==> src/rtl/ifetch_queue.sv <==
// Instruction-fetch stage: generates the fetch PC and buffers iCache words with their PCs
// in a DEPTH-entry FIFO towards decode (valid/ready), flushed on redirect.
module ifetch_queue #(
    parameter int                ADDR_W   = 32,
    parameter int                INSTR_W  = 32,
    parameter int                DEPTH    = 4,
    parameter logic [ADDR_W-1:0] RESET_PC = '0,
    parameter int                PC_STEP  = 4,
    localparam int               CNT_W    = $clog2(DEPTH + 1)
) (
    input  logic               clk,
    input  logic               rst,
    output logic [ADDR_W-1:0]  iCacheReadAddr,
    input  logic [INSTR_W-1:0] iCacheReadData,
    input  logic               redirectEn,
    input  logic [ADDR_W-1:0]  redirectPC,
    output logic               instrValid,
    input  logic               instrReady,
    output logic [INSTR_W-1:0] instrOut,
    output logic [ADDR_W-1:0]  pcOut,
    output logic [CNT_W-1:0]   queueCount,
    output logic               queueFull
);

    localparam int PTR_W = $clog2(DEPTH);

    logic [ADDR_W-1:0]  fetch_pc_q, fetch_pc_d;
    logic [PTR_W-1:0]   rd_ptr_q, rd_ptr_d;
    logic [PTR_W-1:0]   wr_ptr_q, wr_ptr_d;
    logic [CNT_W-1:0]   count_q, count_d;
    logic [ADDR_W-1:0]  pc_mem_q    [DEPTH];
    logic [INSTR_W-1:0] instr_mem_q [DEPTH];

    logic               not_empty_s;
    logic               not_full_s;
    logic               deq_s;
    logic               enq_s;

    function automatic logic [PTR_W-1:0] ptr_inc(input logic [PTR_W-1:0] p);
        if (p == PTR_W'(DEPTH - 1)) begin
            ptr_inc = '0;
        end else begin
            ptr_inc = p + PTR_W'(1);
        end
    endfunction

    // Handshake decode; a word may still be written at full when the head leaves the same cycle.
    always_comb begin
        not_empty_s = (count_q != CNT_W'(0));
        not_full_s  = (count_q < CNT_W'(DEPTH));
        deq_s       = not_empty_s & instrReady;
        enq_s       = ~redirectEn & (not_full_s | deq_s);
    end

    // Next-state: redirect flushes everything and discards any same-cycle handshake.
    always_comb begin
        fetch_pc_d = fetch_pc_q;
        rd_ptr_d   = rd_ptr_q;
        wr_ptr_d   = wr_ptr_q;
        count_d    = count_q;
        if (redirectEn) begin
            fetch_pc_d = redirectPC;
            rd_ptr_d   = '0;
            wr_ptr_d   = '0;
            count_d    = '0;
        end else begin
            if (enq_s) begin
                wr_ptr_d   = ptr_inc(wr_ptr_q);
                fetch_pc_d = fetch_pc_q + ADDR_W'(PC_STEP);
            end else begin
                wr_ptr_d   = wr_ptr_q;
                fetch_pc_d = fetch_pc_q;
            end
            if (deq_s) begin
                rd_ptr_d = ptr_inc(rd_ptr_q);
            end else begin
                rd_ptr_d = rd_ptr_q;
            end
            count_d = count_q + CNT_W'(enq_s) - CNT_W'(deq_s);
        end
    end

    // Control state registers with synchronous reset.
    always_ff @(posedge clk) begin
        if (rst) begin
            fetch_pc_q <= RESET_PC;
            rd_ptr_q   <= '0;
            wr_ptr_q   <= '0;
            count_q    <= '0;
        end else begin
            fetch_pc_q <= fetch_pc_d;
            rd_ptr_q   <= rd_ptr_d;
            wr_ptr_q   <= wr_ptr_d;
            count_q    <= count_d;
        end
    end

    // Queue storage; contents need no reset because count gates visibility.
    always_ff @(posedge clk) begin
        if (!rst && enq_s) begin
            pc_mem_q[wr_ptr_q]    <= fetch_pc_q;
            instr_mem_q[wr_ptr_q] <= iCacheReadData;
        end
    end

    // Outputs depend only on registered state; empty queue presents a NOP at PC 0.
    always_comb begin
        iCacheReadAddr = fetch_pc_q;
        instrValid     = not_empty_s;
        queueCount     = count_q;
        queueFull      = (count_q == CNT_W'(DEPTH));
        if (not_empty_s) begin
            instrOut = instr_mem_q[rd_ptr_q];
            pcOut    = pc_mem_q[rd_ptr_q];
        end else begin
            instrOut = '0;
            pcOut    = '0;
        end
    end

endmodule

==> config.mk <==
export PLATFORM = sky130hd
export DESIGN_NAME = ifetch_queue
export DESIGN_NICKNAME = d
export VERILOG_FILES = /design/src/rtl/ifetch_queue.sv
export SDC_FILE = /design/constraint.sdc
export NUM_CORES = 1
export LEC_CHECK = 0
export ABC_CLOCK_PERIOD_IN_PS = 2600
export BUFFER_PORTS_ARGS = -buffer_cell sky130_fd_sc_hd__buf_2
export CAP_MARGIN = 15
export CORE_ASPECT_RATIO = 1.2
export CORE_UTILIZATION = 38
export CTS_CLUSTER_DIAMETER = 100
export DETAILED_ROUTE_END_ITERATION = 7
export GPL_ROUTABILITY_DRIVEN = 0
export PLACE_DENSITY_LB_ADDON = 0.05
export SLEW_MARGIN = 30
export SYNTH_ARGS = -nofsm -noshare
export SYNTH_HDL_FRONTEND = slang
export SYNTH_SLANG_ARGS = --single-unit
==> constraint.sdc <==
create_clock -name clk -period 2.6 [get_ports clk]
set_input_delay 0.26 -clock clk [delete_from_list [all_inputs] [get_ports clk]]
set_output_delay 0.26 -clock clk [all_outputs]
set_load 0.005 [all_outputs]
# == Word-level counts from Yosys, hierarchy flattened ==
# Memory sizes are Yosys's and may differ from the RTL's. A register that Yosys moved wholly into a read port is not among the register bits.
# Cells that the tools add are included.
# word_totals
mem_bits_rw,256
wordCells,36
regBits,39
memories,2
# mem_list
memory,depth,word_bits,rd,rd_ports_with_merged_regs,wr,line_no,source
instr_mem_q,4,32,1,1,1,32,logic [INSTR_W-1:0] instr_mem_q [DEPTH];
pc_mem_q,4,32,1,1,1,31,logic [ADDR_W-1:0] pc_mem_q [DEPTH];
# op_classes
n_bitwise,4
reduce_logical,5
n_mux,12
eq_ne,3
n_addsub,5
order_cmp,1
# ops
op,count
two-way mux 32 bit,4
"adder 32 x 3 -> 32 bit, second input constant",1
two-way mux 2 bit,6
"adder 2 x 1 -> 2 bit, second input constant",2
"== test 2 bit, second input constant",2
adder 3 x 1 -> 3 bit,1
"== test 3 bit, second input constant",1
"< comparator 3 bit, second input constant",1
nonzero test 3 bit,1
subtractor 3 x 1 -> 3 bit,1
AND 1 bit,2
two-way mux 1 bit,2
nonzero test 2 bit,1
OR reduction 2 bit,1
logical AND 1 bit,1
logical NOT 1 bit,1
NOT 1 bit,1
OR 1 bit,1

# == Depth between registers and ports, before layout ==
# Gate-level depths: netlist of run 1.
# depth
depth_word,7
ltp_mapped,9
ltp_nobuf,9

# == Least setup slack after synthesis of run 1 ==
# No wires, ideal clock.
# synth_path
path_type,flip-flop to flip-flop
startpoint,"register count_q[2], in the netlist queueCount[2]"
endpoint,memory instr_mem_q[0][0] (enable)
synth_period_minus_slack_ns,2.806
stages_incl_launch_ff,4
setup_slack_ns,-0.206
setup_ns,0.429
required_ns,2.171
arrival_ns,2.377
cell_sequence,dfxtp_1 nand2b_1 clkbuf_1 and3_1
# synth_between
elab_chain_cells,7
# synth_lines
element,line_no,source
"start, declared",30,"logic [CNT_W-1:0] count_q, count_d;"
"start signal, assigned",94,count_q <= count_d;
"parallel branches: the longest is 2 deep, another holds < comparator 3 bit",n/a,
OR 1 bit (*),52,enq_s = ~redirectEn & (not_full_s | deq_s);
AND 1 bit (*),52,
logical AND 1 bit (*),100,if (!rst && enq_s) begin
two-way mux 1 bit (*),100,
two-way mux 1 bit (implied by the code) (*),102,instr_mem_q[wr_ptr_q] <= iCacheReadData;
"end, declared",32,
# Every way passes the cells marked *.

==> flow_metrics.py, run 1 <==
metrics = {
    "critical_path": {
        "crit_path_top_delay_cell": "mux4_2",
        "path_cells": "buf_12 -> mux4_2 -> and2_1 -> buf_2",
        "max_stage_delay_ps": 550,
        "cp-end-kind": "primary output",
        "required_ps": 2340,
        "cp_max_fo": 29,
        "cp.arrival_ps": 2160,
        "worstSetupPathType": "reg2out",
        "setup.worst_path.start_class": "register",
    },
    "hold_path": {
        "min_path_type": "in2reg",
    },
    "synthesis": {
        "postSynth.asyncResetShare": 0,
        "synth-seq-cells": 297,
        "synth-edff-count": 256,
        "synth_largest_area_cell": "edfxtp_1",
        "yosysSeqAreaShare": 0.709,
        "yosys_most_used_dff": "edfxtp_1",
        "synth_area_per_cell_sq_um": 17.2,
        "synthCells": 699,
        "synth.area.top_cells": "edfxtp_1 (64%), mux4_2 (12%), dfxtp_1 (6.8%), and2_1 (3.6%), a311oi_1 (0.95%)",
        "yosysWarnings": 0,
        "ys_types": 46,
        "synth_top_area_share": 0.641,
        "syn_nets": 775,
        "syn_area_sq_um": 12000,
    },
    "place": {
        "dp_slack_ps": 254,
        "io_buffers": 168,
        "dpl.cell_count": 1258,
        "placed_area_sq_um": 13600,
        "place_hpwl_microns": 18400,
    },
    "detailed_routing": {
        "vias_per_cell": 5.30,
        "wire_per_inst_microns": 21.3,
        "drc": 0,
        "wl_microns": 28900,
        "drt_iter0_drc": 524,
        "first_pass_iters": 5,
        "vias": 7202,
        "ant_nets": 0,
    },
    "global_route": {
        "grt_overflow": 0,
        "grt_pass1_wl_microns": 44500,
        "grt_max_degree": 45,
        "track_usage": 0.183,
        "grt_pass1_vias": 7580,
        "antenna_found_initial": 0,
    },
    "layout": {
        "finalNonFillerCells": 1359,
        "drive_above_1_share": 0.334,
        "final_util": 0.486,
        "fin_nets": 1015,
        "finalInstanceArea_sq_um": 14900,
        "syn_to_final_growth_pct": 24.4,
        "multi_input_area_sq_um": 3310,
        "seq_area_sq_um": 8520,
        "n_antenna_cell": 0,
        "fillerInstances": 2689,
        "layout_common_cells": "edfxtp_1 (256), buf_2 (168), and2_1 (70)",
        "final_common_cell": "edfxtp_1",
    },
    "timing": {
        "tns_ps": 0,
        "slew_headroom": 0.581,
        "setup_slack_ps": 180,
        "finalCritPeriodShare": 0.931,
        "hold_slack_ps": 13.2,
        "max_freq_mhz": 413,
        "skew_ps": 16.4,
        "hold_viol_final": 0,
        "slew_viol_final": 0,
        "period_minus_slack_ps": 2420,
        "worst_pin_slew_ps": 623,
        "setup_viol": 0,
        "rsz0062_at_grt": "no",
    },
    "floorplan": {
        "num_rows": 70,
        "start_util": 0.390,
        "io_pins": 169,
        "fp.dieW_microns": 164,
        "die_h_microns": 197,
        "die_area_sq_um": 32300,
        "core-area_sq_um": 30700,
    },
    "power": {
        "leakagePower_nw": 5.23,
        "power_density_nw_per_um2": 683,
        "finalPower_mw": 10.2,
        "peakVddDrop_v": 0.000429,
    },
    "clocking": {
        "clk_path_buf_depth": 3,
        "clk_pin_slew_ps": 60,
        "clkLatencyLatePin_ps": 550,
        "cts.sinks": 297,
        "cts_tree": "built",
        "htree_num_levels": 1,
        "cts_made_buffers": 31,
        "cts-root-buf": "clkbuf_16",
    },
    "run_status": {
        "status": "completed",
    },
    "job": {
        "maxCapViolations": 0,
    },
}
## cells in the mapped netlist (8+ instances only)
master    number
nand3_1       18
clkbuf_1      26
dfxtp_1       41
mux4_2        64
a211oi_1       9
a21oi_1       12
inv_1         12
o21ai_0        8
a311oi_1      13
or3_1          8
and2_1        70
nand4_1        8
nor2_1        29
edfxtp_1     256
or4_1         12
nor4_1         8
nand2_1       21
## logic make-up (layout without fill, tap and decap cells)
kind of cell / after synthesis / in the layout / share of synthesized area
buf+inv: 51 / 315 / 0.0171
xor+xnor: 11 / 11 / 0.00803
flops: 297 / 297 / 0.709
fa+ha+maj: 8 / 8 / 0.00897
mux: 66 / 66 / 0.122
simple gates: 199 / 199 / 0.0959
compound gates: 67 / 67 / 0.0393
## worst paths after layout
path                            from                 end  slack (ps)  cells after the start
hold reg to reg          rd_ptr_q[0]            register         500                      2
setup / recovery            register           pcOut[17]         180                      4
setup reg to reg  iCacheReadAddr[10]  iCacheReadAddr[17]         220                      4
hold / removal         redirectPC[2]   iCacheReadAddr[2]          10                      3
## report_power, final
part           internal (mW)  total (mW)  switching [mW]
Clock                   2.29        4.01            1.72
Sequential              5.32        5.42          0.0992
Combinational          0.379       0.783           0.404
## worst max-delay path: cells and delay by family, from the launching register on
family | cells | cell delay [ps]
multiplexers | 1 | 550
flip-flops | 1 | 450
AND/OR/NAND/NOR | 1 | 180
buffers and inverters | 2 | 420
## timing repair
item                      in CTS  in global routing
hold endpoints to repair     140                  0
resized for setup              0                  0
hold buffers                  44                  0
setup buffers                  0                  0
## final cells by class
type | instances | share of cell area
well taps | 396 | 0.0332
multi-input cells | 351 | 0.222
clock buffers | 42 | 0.0547
flip-flops and latches | 297 | 0.570
clock inverters | 15 | 0.00662
repair buffers | 246 | 0.110
inverters | 12 | 0.00302
## flip-flops by register name, indices dropped and copies added, names as in the netlist, named ones only
| name | cells |
|---|---|
| rd_ptr_q | 2 |
| iCacheReadAddr | 32 |
| queueCount | 3 |
| pc_mem_q | 128 |
| wr_ptr_q | 2 |
| instr_mem_q | 128 |
## metal layers
layer / wire length, microns / track usage / vias to the layer above
met3: 1370 / 0.0297 / 31
met4: 434 / 0.0398 / 0
li1: - / - / 3290
met1: 12200 / 0.236 / 3670
met2: 14900 / 0.323 / 211
met5: 0 / 0 / -
Note: power is estimated with default switching activity, not from simulation.
==> inputs of run 2 (changes only) <==
--- a/config.mk
+++ b/config.mk
@@ -8,11 +8,14 @@
 export ABC_CLOCK_PERIOD_IN_PS = 2600
 export BUFFER_PORTS_ARGS = -buffer_cell sky130_fd_sc_hd__buf_2
 export CAP_MARGIN = 15
+export CELL_PAD_IN_SITES_DETAIL_PLACEMENT = 1
+export CELL_PAD_IN_SITES_GLOBAL_PLACEMENT = 2
 export CORE_ASPECT_RATIO = 1.2
 export CORE_UTILIZATION = 38
 export CTS_CLUSTER_DIAMETER = 100
 export DETAILED_ROUTE_END_ITERATION = 7
 export GPL_ROUTABILITY_DRIVEN = 0
+export HOLD_SLACK_MARGIN = 0.02
 export PLACE_DENSITY_LB_ADDON = 0.05
 export SLEW_MARGIN = 30
 export SYNTH_ARGS = -nofsm -noshare
==> flow_metrics.py, run 2 (same netlist as run 1, synthesis figures left out) <==
metrics = {
    "run_status": {
        "status": "completed",
    },
    "critical_path": {
        "cp.arrival_ps": 2180,
        "ff2ff_path_depth": 8,
        "r2r_start": "queueCount[2]",
        "crit_family": "flip-flops",
        "crit_buf_inv": 2,
        "cp_max_fo": 20,
        "cp-end-kind": "primary output",
        "path_cells": "buf_4 -> mux4_2 -> and2_1 -> buf_2",
        "worstSetupPathType": "reg2out",
        "required_ps": 2340,
        "setup.worst_path.start_class": "register",
        "max_stage_delay_ps": 590,
        "worstReg2RegEnd": "queueCount[2]",
        "r2r_slack_ps": 210,
        "crit_path_top_delay_cell": "dfxtp_4",
    },
    "power": {
        "peakVddDrop_v": 0.000511,
        "power_density_nw_per_um2": 699,
        "finalPower_mw": 10.6,
        "leakagePower_nw": 5.36,
    },
    "detailed_routing": {
        "wire_per_inst_microns": 22.2,
        "drt_iter0_drc": 370,
        "vias": 7229,
        "wl_microns": 30500,
        "ant_nets": 0,
        "top_layer": "met4",
        "drc": 0,
        "met1_length_microns": 12800,
        "vias_per_cell": 5.28,
        "first_pass_iters": 4,
        "wl_met3_microns": 1360,
        "dr_wl_met2_microns": 15800,
    },
    "clocking": {
        "cts.sinks": 297,
        "cts_tree": "built",
        "htree_num_levels": 1,
        "clk_pin_slew_ps": 60,
        "cts_made_buffers": 30,
        "clkLatencyLatePin_ps": 550,
        "clk_path_buf_depth": 3,
        "cts-root-buf": "clkbuf_16",
    },
    "timing": {
        "skew_ps": 13.9,
        "tns_ps": 0,
        "hold_viol_final": 0,
        "worst_pin_slew_ps": 744,
        "finalCritPeriodShare": 0.938,
        "setup_viol": 0,
        "period_minus_slack_ps": 2440,
        "rsz0062_at_grt": "no",
        "slew_viol_final": 0,
        "slew_headroom": 0.499,
        "max_freq_mhz": 410,
    },
    "place": {
        "io_buffers": 168,
        "place_hpwl_microns": 20300,
        "placed_area_sq_um": 13700,
    },
    "layout": {
        "drive_above_1_share": 0.344,
        "syn_to_final_growth_pct": 26.6,
        "final_common_cell": "edfxtp_1",
        "finalInstanceArea_sq_um": 15200,
        "fin_nets": 1026,
        "layout_common_cells": "edfxtp_1 (256), buf_2 (168), and2_1 (70)",
        "n_antenna_cell": 0,
        "fillerInstances": 2978,
    },
    "hold_path": {
        "min_path_type": "in2reg",
        "holdCritStartpoint": "redirectPC[25]",
        "min_path_cells": 3,
        "min_to": "iCacheReadAddr[25]",
    },
    "floorplan": {
        "core-area_sq_um": 30700,
        "num_rows": 70,
        "die_h_microns": 197,
        "start_util": 0.390,
        "io_pins": 169,
        "fp.dieW_microns": 164,
        "die_area_sq_um": 32300,
    },
    "global_route": {
        "track_usage": 0.193,
        "antenna_found_initial": 0,
        "grt_pass1_vias": 7952,
        "grt_overflow": 0,
        "grt_max_degree": 67,
        "grt_pass1_wl_microns": 46700,
    },
    "job": {
        "maxCapViolations": 0,
    },
}
[run 2: changes by cell type in the layout (fill, tap and decap cells not counted)]
cell,previous run,this run
clkinv_2,6,3
clkinv_1,6,2
clkbuf_16,31,32
dlygate4sd3_1,44,49
buf_6,0,1
bufinv_16,1,2
clkbuf_8,0,8
buf_4,25,28
clkbuf_1,11,8
buf_12,9,12
clkinvlp_4,1,0
[run 2: through the flow]
stage,instances,hold WS (ps),worst slack [ps],util
after detailed placement,1264,481,256,0.444
after floorplan,699,359,326,-
final,1370,42.6,161,0.494
after global placement,1264,464,362,0.444
after CTS,1370,23.0,29.4,0.494
after global routing,1370,28.8,69.4,0.494
[run 2: power breakdown]
part	internal, mW	leakage [nW]	total, mW	switching, mW
sequential	5.32	2.70	5.41	0.0957
clock	2.66	0.509	4.40	1.73
combinational	0.388	2.15	0.804	0.416
[run 2: metal layers]
layer / vias up / global-route usage
li1: 3296 / -
met1: 3693 / 0.239
met2: 200 / 0.352
met3: 40 / 0.0269
met4: 0 / 0.0442
met5: - / 0
[run 2: how the worst max path moves through the flow]
stage	startpoint	endpoint	depth (start not counted)
3_5_place_dp	queueCount[2]	queueCount[2]	8
4_1_cts	queueCount[2]	pcOut[25]	4
3_3_place_gp	iCacheReadAddr[17]	iCacheReadAddr[24]	4
5_1_grt	register	pcOut[17]	4
6_report	register	pcOut[17]	4
2_1_floorplan	iCacheReadAddr[2]	iCacheReadAddr[18]	6
[run 2: area by class of cell]
class / count / area [sq um] / share of cell area
multi-input cells: 351 / 3310 / 0.218
inverters: 12 / 45.0 / 0.00297
repair buffers: 258 / 1790 / 0.118
flip-flops and latches: 297 / 8520 / 0.561
clock buffers: 48 / 941 / 0.0619
well taps: 396 / 495 / 0.0326
clock inverters: 8 / 91.3 / 0.00601
[run 2: timing repair]
action,CTS,global route
setup endpoints to repair,3,7
hold buffers,49,0
resized for setup,0,1
pin swaps,0,0
hold endpoints to repair,145,0
buffers inserted,1,0
[run 2: tightest hold or removal path, stage by stage]
cell and delay, ps:
buf_2 110, nor2_1 100, a311oi_1 60
